File: config.mk
export PLATFORM = sky130hd
export DESIGN_NAME = switch_box_shadowed
export DESIGN_NICKNAME = d
export VERILOG_FILES = /design/src/rtl/switch_box_shadowed.sv
export SDC_FILE = /design/constraint.sdc
export NUM_CORES = 1
export LEC_CHECK = 0
export ABC_AREA = 1
export BUFFER_PORTS_ARGS = -buffer_cell sky130_fd_sc_hd__buf_2
export CORE_MARGIN = 3
export CORE_UTILIZATION = 48
export CTS_BUF_LIST = sky130_fd_sc_hd__clkbuf_4 sky130_fd_sc_hd__clkbuf_8 sky130_fd_sc_hd__clkbuf_16
export CTS_CLUSTER_SIZE = 25
export DETAILED_ROUTE_END_ITERATION = 10
export GPL_TIMING_DRIVEN = 1
export PLACE_DENSITY = 0.8
export SYNTH_ARGS = -nofsm -noshare
export SYNTH_HDL_FRONTEND = slang
export SYNTH_SLANG_ARGS = --single-unit
File: constraint.sdc
create_clock -name clk -period 3.4 [get_ports clk]
set_input_delay 0.68 -clock clk [delete_from_list [all_inputs] [get_ports clk]]
set_output_delay 0.68 -clock clk [all_outputs]
set_load 0.02 [all_outputs]
File: src/rtl/switch_box_shadowed.sv
// Routing switch box: 4 sides x TRACKS tracks, per-output selectors in a shadow/active config store.
// Latency: routing is combinational (registered, 1 cycle, when SB_OUTPUT_REG_EN is defined); readback 1 cycle.
// Backpressure: none; a config write or commit is accepted every cycle.
module switch_box_shadowed #(
  parameter int TRACKS = 4,
  parameter int WIDTH  = 1,
  parameter int NUM_PE = 1
) (
  input  logic                       clk,
  input  logic                       reset,
  input  logic [4*TRACKS*WIDTH-1:0]  in_wire,
  output logic [4*TRACKS*WIDTH-1:0]  out_wire,
  input  logic [NUM_PE*WIDTH-1:0]    pe_output,
  input  logic [7:0]                 config_addr,
  input  logic [31:0]                config_data,
  input  logic                       config_en,
  input  logic                       config_commit,
  output logic [31:0]                config_rdata,
  output logic                       cfg_dirty
);

  localparam int NSRC      = 3 + NUM_PE;
  localparam int SEL_W     = $clog2(NSRC);
  localparam int CFG_BITS  = 4 * TRACKS * SEL_W;
  localparam int CFG_WORDS = (CFG_BITS + 31) / 32;
  localparam int PAD_BITS  = CFG_WORDS * 32;
  localparam int NW        = 4 * TRACKS * WIDTH;

  logic [PAD_BITS-1:0] shadow_q;
  logic [PAD_BITS-1:0] shadow_d;
  logic [CFG_BITS-1:0] active_q;
  logic [31:0]         rdata_d;
  logic                wr_hit;
  logic [NW-1:0]       route;

  assign wr_hit = config_en && (int'(config_addr) < CFG_WORDS);

  // Next shadow includes this cycle's write so commit and readback both see it.
  always_comb begin
    shadow_d = shadow_q;
    for (int w = 0; w < CFG_WORDS; w++) begin
      if (wr_hit && int'(config_addr) == w)
        shadow_d[w*32 +: 32] = config_data;
    end
    for (int i = CFG_BITS; i < PAD_BITS; i++)
      shadow_d[i] = 1'b0;
    rdata_d = '0;
    for (int w = 0; w < CFG_WORDS; w++) begin
      if (int'(config_addr) == w)
        rdata_d = shadow_d[w*32 +: 32];
    end
  end

  always_ff @(posedge clk or posedge reset) begin
    if (reset) begin
      shadow_q     <= '0;
      active_q     <= '0;
      config_rdata <= '0;
      cfg_dirty    <= 1'b0;
    end else begin
      shadow_q     <= shadow_d;
      config_rdata <= rdata_d;
      if (config_commit) begin
        active_q  <= shadow_d[CFG_BITS-1:0];
        cfg_dirty <= 1'b0;
      end else if (wr_hit) begin
        cfg_dirty <= 1'b1;
      end
    end
  end

  // Selector k<3 takes a neighbouring side with a rotated track; 3+p takes a PE; the rest drive 0.
  always_comb begin
    logic [SEL_W-1:0] sel;
    sel   = '0;
    route = '0;
    for (int s = 0; s < 4; s++) begin
      for (int t = 0; t < TRACKS; t++) begin
        sel = active_q[(s*TRACKS+t)*SEL_W +: SEL_W];
        for (int k = 0; k < 3; k++) begin
          if (int'(sel) == k)
            route[(s*TRACKS+t)*WIDTH +: WIDTH] =
              in_wire[(((s+1+k)%4)*TRACKS + (t+s+k)%TRACKS)*WIDTH +: WIDTH];
        end
        for (int p = 0; p < NUM_PE; p++) begin
          if (int'(sel) == 3 + p)
            route[(s*TRACKS+t)*WIDTH +: WIDTH] = pe_output[p*WIDTH +: WIDTH];
        end
      end
    end
  end

`ifdef SB_OUTPUT_REG_EN
  always_ff @(posedge clk or posedge reset) begin
    if (reset) out_wire <= '0;
    else       out_wire <= route;
  end
`else
  assign out_wire = route;
`endif

endmodule

[After elaboration in Yosys (flattened, before gate mapping)]
Index checks and enable logic that the tools add are counted.
Word-level totals
  register bits: 97
  latch bits: 0
  memory bits (writable): 0
  ROM bits: 0
  word-level logic and storage cells: 141
  memories kept: 0
Cells by class
  $add $sub $neg: 0
  multipliers: 0
  div/mod/pow operators: 0
  order comparisons: 1
  eq/ne operators: 48
  shifts and indexed selects: 0
  muxes and demuxes: 68
  bitwise gates (word level): 0
  reductions and logical operators: 20
Operators with widths (count)
  two-way mux 1 bit: 66
  == test 2 bit (second input constant): 32
  two-way mux 32 bit: 2
  == test 2 x 1 -> 1 bit (second input constant): 16
  zero test 2 bit: 16
  zero test 8 bit: 1
  < comparator 8 x 1 -> 1 bit (second input constant): 1
  logical AND 1 bit: 2
  nonzero test 2 bit: 1

[Longest topological paths before layout]
  depth after elaboration: 5
  depth in mapped cells: 8
  depth with buffers taken out: 7

[Least setup slack after synthesis]
No wires, ideal clock.
  path type: in2out
  start point: input port pe_output
  end point: output port out_wire[0]
  arrival time: 1561 ps
  data required time: 2720 ps
  path slack: 1159 ps
  stages on the path: 4
  buffers on the path: 2
  path through: clkbuf_1 -> clkbuf_1 -> a21oi_1 -> nor2_1
On the way
  cells in the longest elaborated chain, start to end: 1
Ends and longest elaborated chain
  start: declaration: line 13  | input logic [NUM_PE*WIDTH-1:0] pe_output,
  two-way mux 1 bit: line 86  | if (int'(sel) == 3 + p)
  end: declaration: line 12  | output logic [4*TRACKS*WIDTH-1:0] out_wire,
Every way passes these cells.

[Final worst setup path]
  start point: input port pe_output
  end point: output port out_wire[4]
The elaborated chain is that of the path after synthesis.

==> metrics <==
RSZ-0062 raised after global routing=no; clk slew on worst S/H paths=0.09 ns; setup TNS=0 ns; Pwr Density=440 nW/µm²; Met2 Routed Length=4.92 mm; final instance area=5210 µm²; post-synthesis sequential area ratio=0.551; Initial Utilization=0.501; Worst-Margin Slew=1.09 ns; Max VDD drop=0.216 mV; Pins Over Slew Limit=0; Setup CP Type=input port to output port; syn_nets=609; gr ovfl total=0; port bufs=109; CTS tree=built; # Post-CTS Setup Buffers=0; # rows=34; Core Footprint=8810 µm²; Final min period=2.14 ns; worst skew pair latency=0.35 ns; Synth Register Bits=97; Worst path max stage delay=0.30 ns; ys async rst share=1.00; Layout area overhead=18.2%; met3 routed wirelength=696 µm; HPWL reported at the end of detailed placement=7.33 mm; CP required=2.72 ns; DR WL/cell=13.3 µm; chip height=102 µm; Num CTS Buffers=9; Syn Inst Count=548; Nets=710; start of the worst register-to-register path=shadow_q[17]$_DFF_PP0_; 1st-pass router iterations=5; fmax=0.467 GHz; Post-CTS Hold Buffers=0; Most common cell on crit path=buf_2; Worst setup EP type=output port; final hold slack=0.448 ns; DRC Markers=0; io pins=110; Post-Route M1 WL=4.40 mm; die area=10400 µm²; Synth top area share=0.551; Clock Tree Buf Depth=2; EDFF count, synth=0; r2r setup slk=2.58 ns; ys flop type=dfrtp_1; GP Congestion=0.848; initial antenna violation count=0; clock tree sinks=97; largest net degree at the start of global routing=64; Clock Skew=0.00862 ns; Die Width=102 µm; Tcrit/Tclk final=0.630; Synth Warn #=0; ANT nets after route=0; first-pass GRT wire length=16.6 mm; H-tree depth=3; Worst R2R Path Depth=4; CP Launch Type=input port; fin util=0.592; Synth area leaders=dfrtp_1, inv_1, nand2_1; Critical path buffers and inverters=2; vias=3765; WP data arrival=1.46 ns; antenna cells=0; Resize count post-CTS=0; Area after DPL=5000 µm²; delay-heaviest family, CP=buffers and inverters; Hold Path Class=input port to asynchronous set/reset pin; Final setup viols=0; Netlist cell types=18; final hold vios=0; critical path peak fanout=16; status=completed; Leak=0.00312 µW; highest metal used=met4; DRT Wirelength=10.1 mm; slowest stage cell, crit path=buf_2; Synth Area per Inst=8.04 µm²; worst reg2reg endpoint=config_rdata[17]$_DFF_PP0_; Synth Cell Area=4410 µm²; post-synth top area cell=dfrtp_1; initial detailed-routing violation count=150; via/cell ratio=4.94; relative slew slack=0.274; max_cap viols=0; vias in the first global route=3597; GRT Overall Usage=0.205; share of cells above drive strength 1=0.229; clock root buffer master=clkbuf_8; cell chain of the critical path=buf_2, a21oi_1, nor2_1, buf_2
[logic make-up (layout without fill, tap and decap cells)]
family	count (synthesis)	after routing	share of synthesized area
AND/OR/NAND/NOR	264	264	0.259
flip-flops	97	97	0.551
AO/OA/AOI/OAI	49	49	0.0647
buffers and inverters	138	244	0.125
[placed cells by master (no fill, tap or decap), types with 12 or more instances in the layout]
cell	n
nor2_1	67
inv_1	115
buf_2	109
nand3_1	64
clkbuf_8	12
dfrtp_1	97
o21ai_0	16
nand2_1	112
a21oi_1	17
a211oi_1	16
nand2_2	18
[cells in the mapped netlist (2+ instances only)]
cell type / n
a211oi_1: 16
a21oi_1: 17
nand2_1: 112
nand2_2: 18
clkbuf_1: 8
buf_2: 4
nor2_1: 67
o21ai_0: 16
dfrtp_1: 97
buf_1: 6
buf_6: 2
inv_1: 116
nand3_1: 64
[final cells by class]
cell class / count / area (µm²)
fill: 830 / 3600
tap: 108 / 135
multi-input combinational: 313 / 1430
clock buffer: 12 / 165
sequential: 97 / 2430
inverter: 116 / 438
timing repair buffer: 112 / 568
clock inverter: 4 / 48.8
[routing by layer]
metal,vias to the layer above,GRT usage
met5,-,0
met4,0,0.0585
met3,10,0.0328
met2,131,0.339
met1,1773,0.283
li1,1851,-
[worst reg2reg max path, cell delays in order, from the launching register on]
cell     delay [ns]
dfrtp_1        0.37
inv_1          0.05
nand2_1        0.07
nand2_1        0.12
nor2_1         0.06
[power by group]
group,switching (µW),internal (µW)
Clock,371,401
Combinational,186,102
Sequential,35.7,1200
[flip-flops by register name, summed over array words and instances (netlist names)]
name,cells
cfg_dirty,1
shadow_q,32
active_q,32
config_rdata,32
[worst max path at each step]
stage	depth (start not counted)	from	to	slack, ns
after floorplan	1	reset	active_q[0]$_DFFE_PP0P_	0.19
after global placement	6	config_addr[7]	config_rdata[6]$_DFF_PP0_	1.06
after detailed placement	6	config_addr[7]	config_rdata[17]$_DFF_PP0_	0.94
after CTS	4	pe_output	out_wire[0]	1.26
after global routing	6	config_addr[7]	config_rdata[12]$_DFF_PP0_	1.12
final	4	pe_output	out_wire[4]	1.26
[stage by stage]
step / total power [µW] / instances / worst slack [ns]
2_1_floorplan: 1430 / 548 / 0.186
3_3_place_gp: 1530 / 746 / 1.06
3_5_place_dp: 1540 / 746 / 0.937
4_1_cts: 2310 / 762 / 1.26
5_1_grt: 2400 / 762 / 1.12
6_report: 2290 / 762 / 1.26
Power figures use the tool's default switching activity.
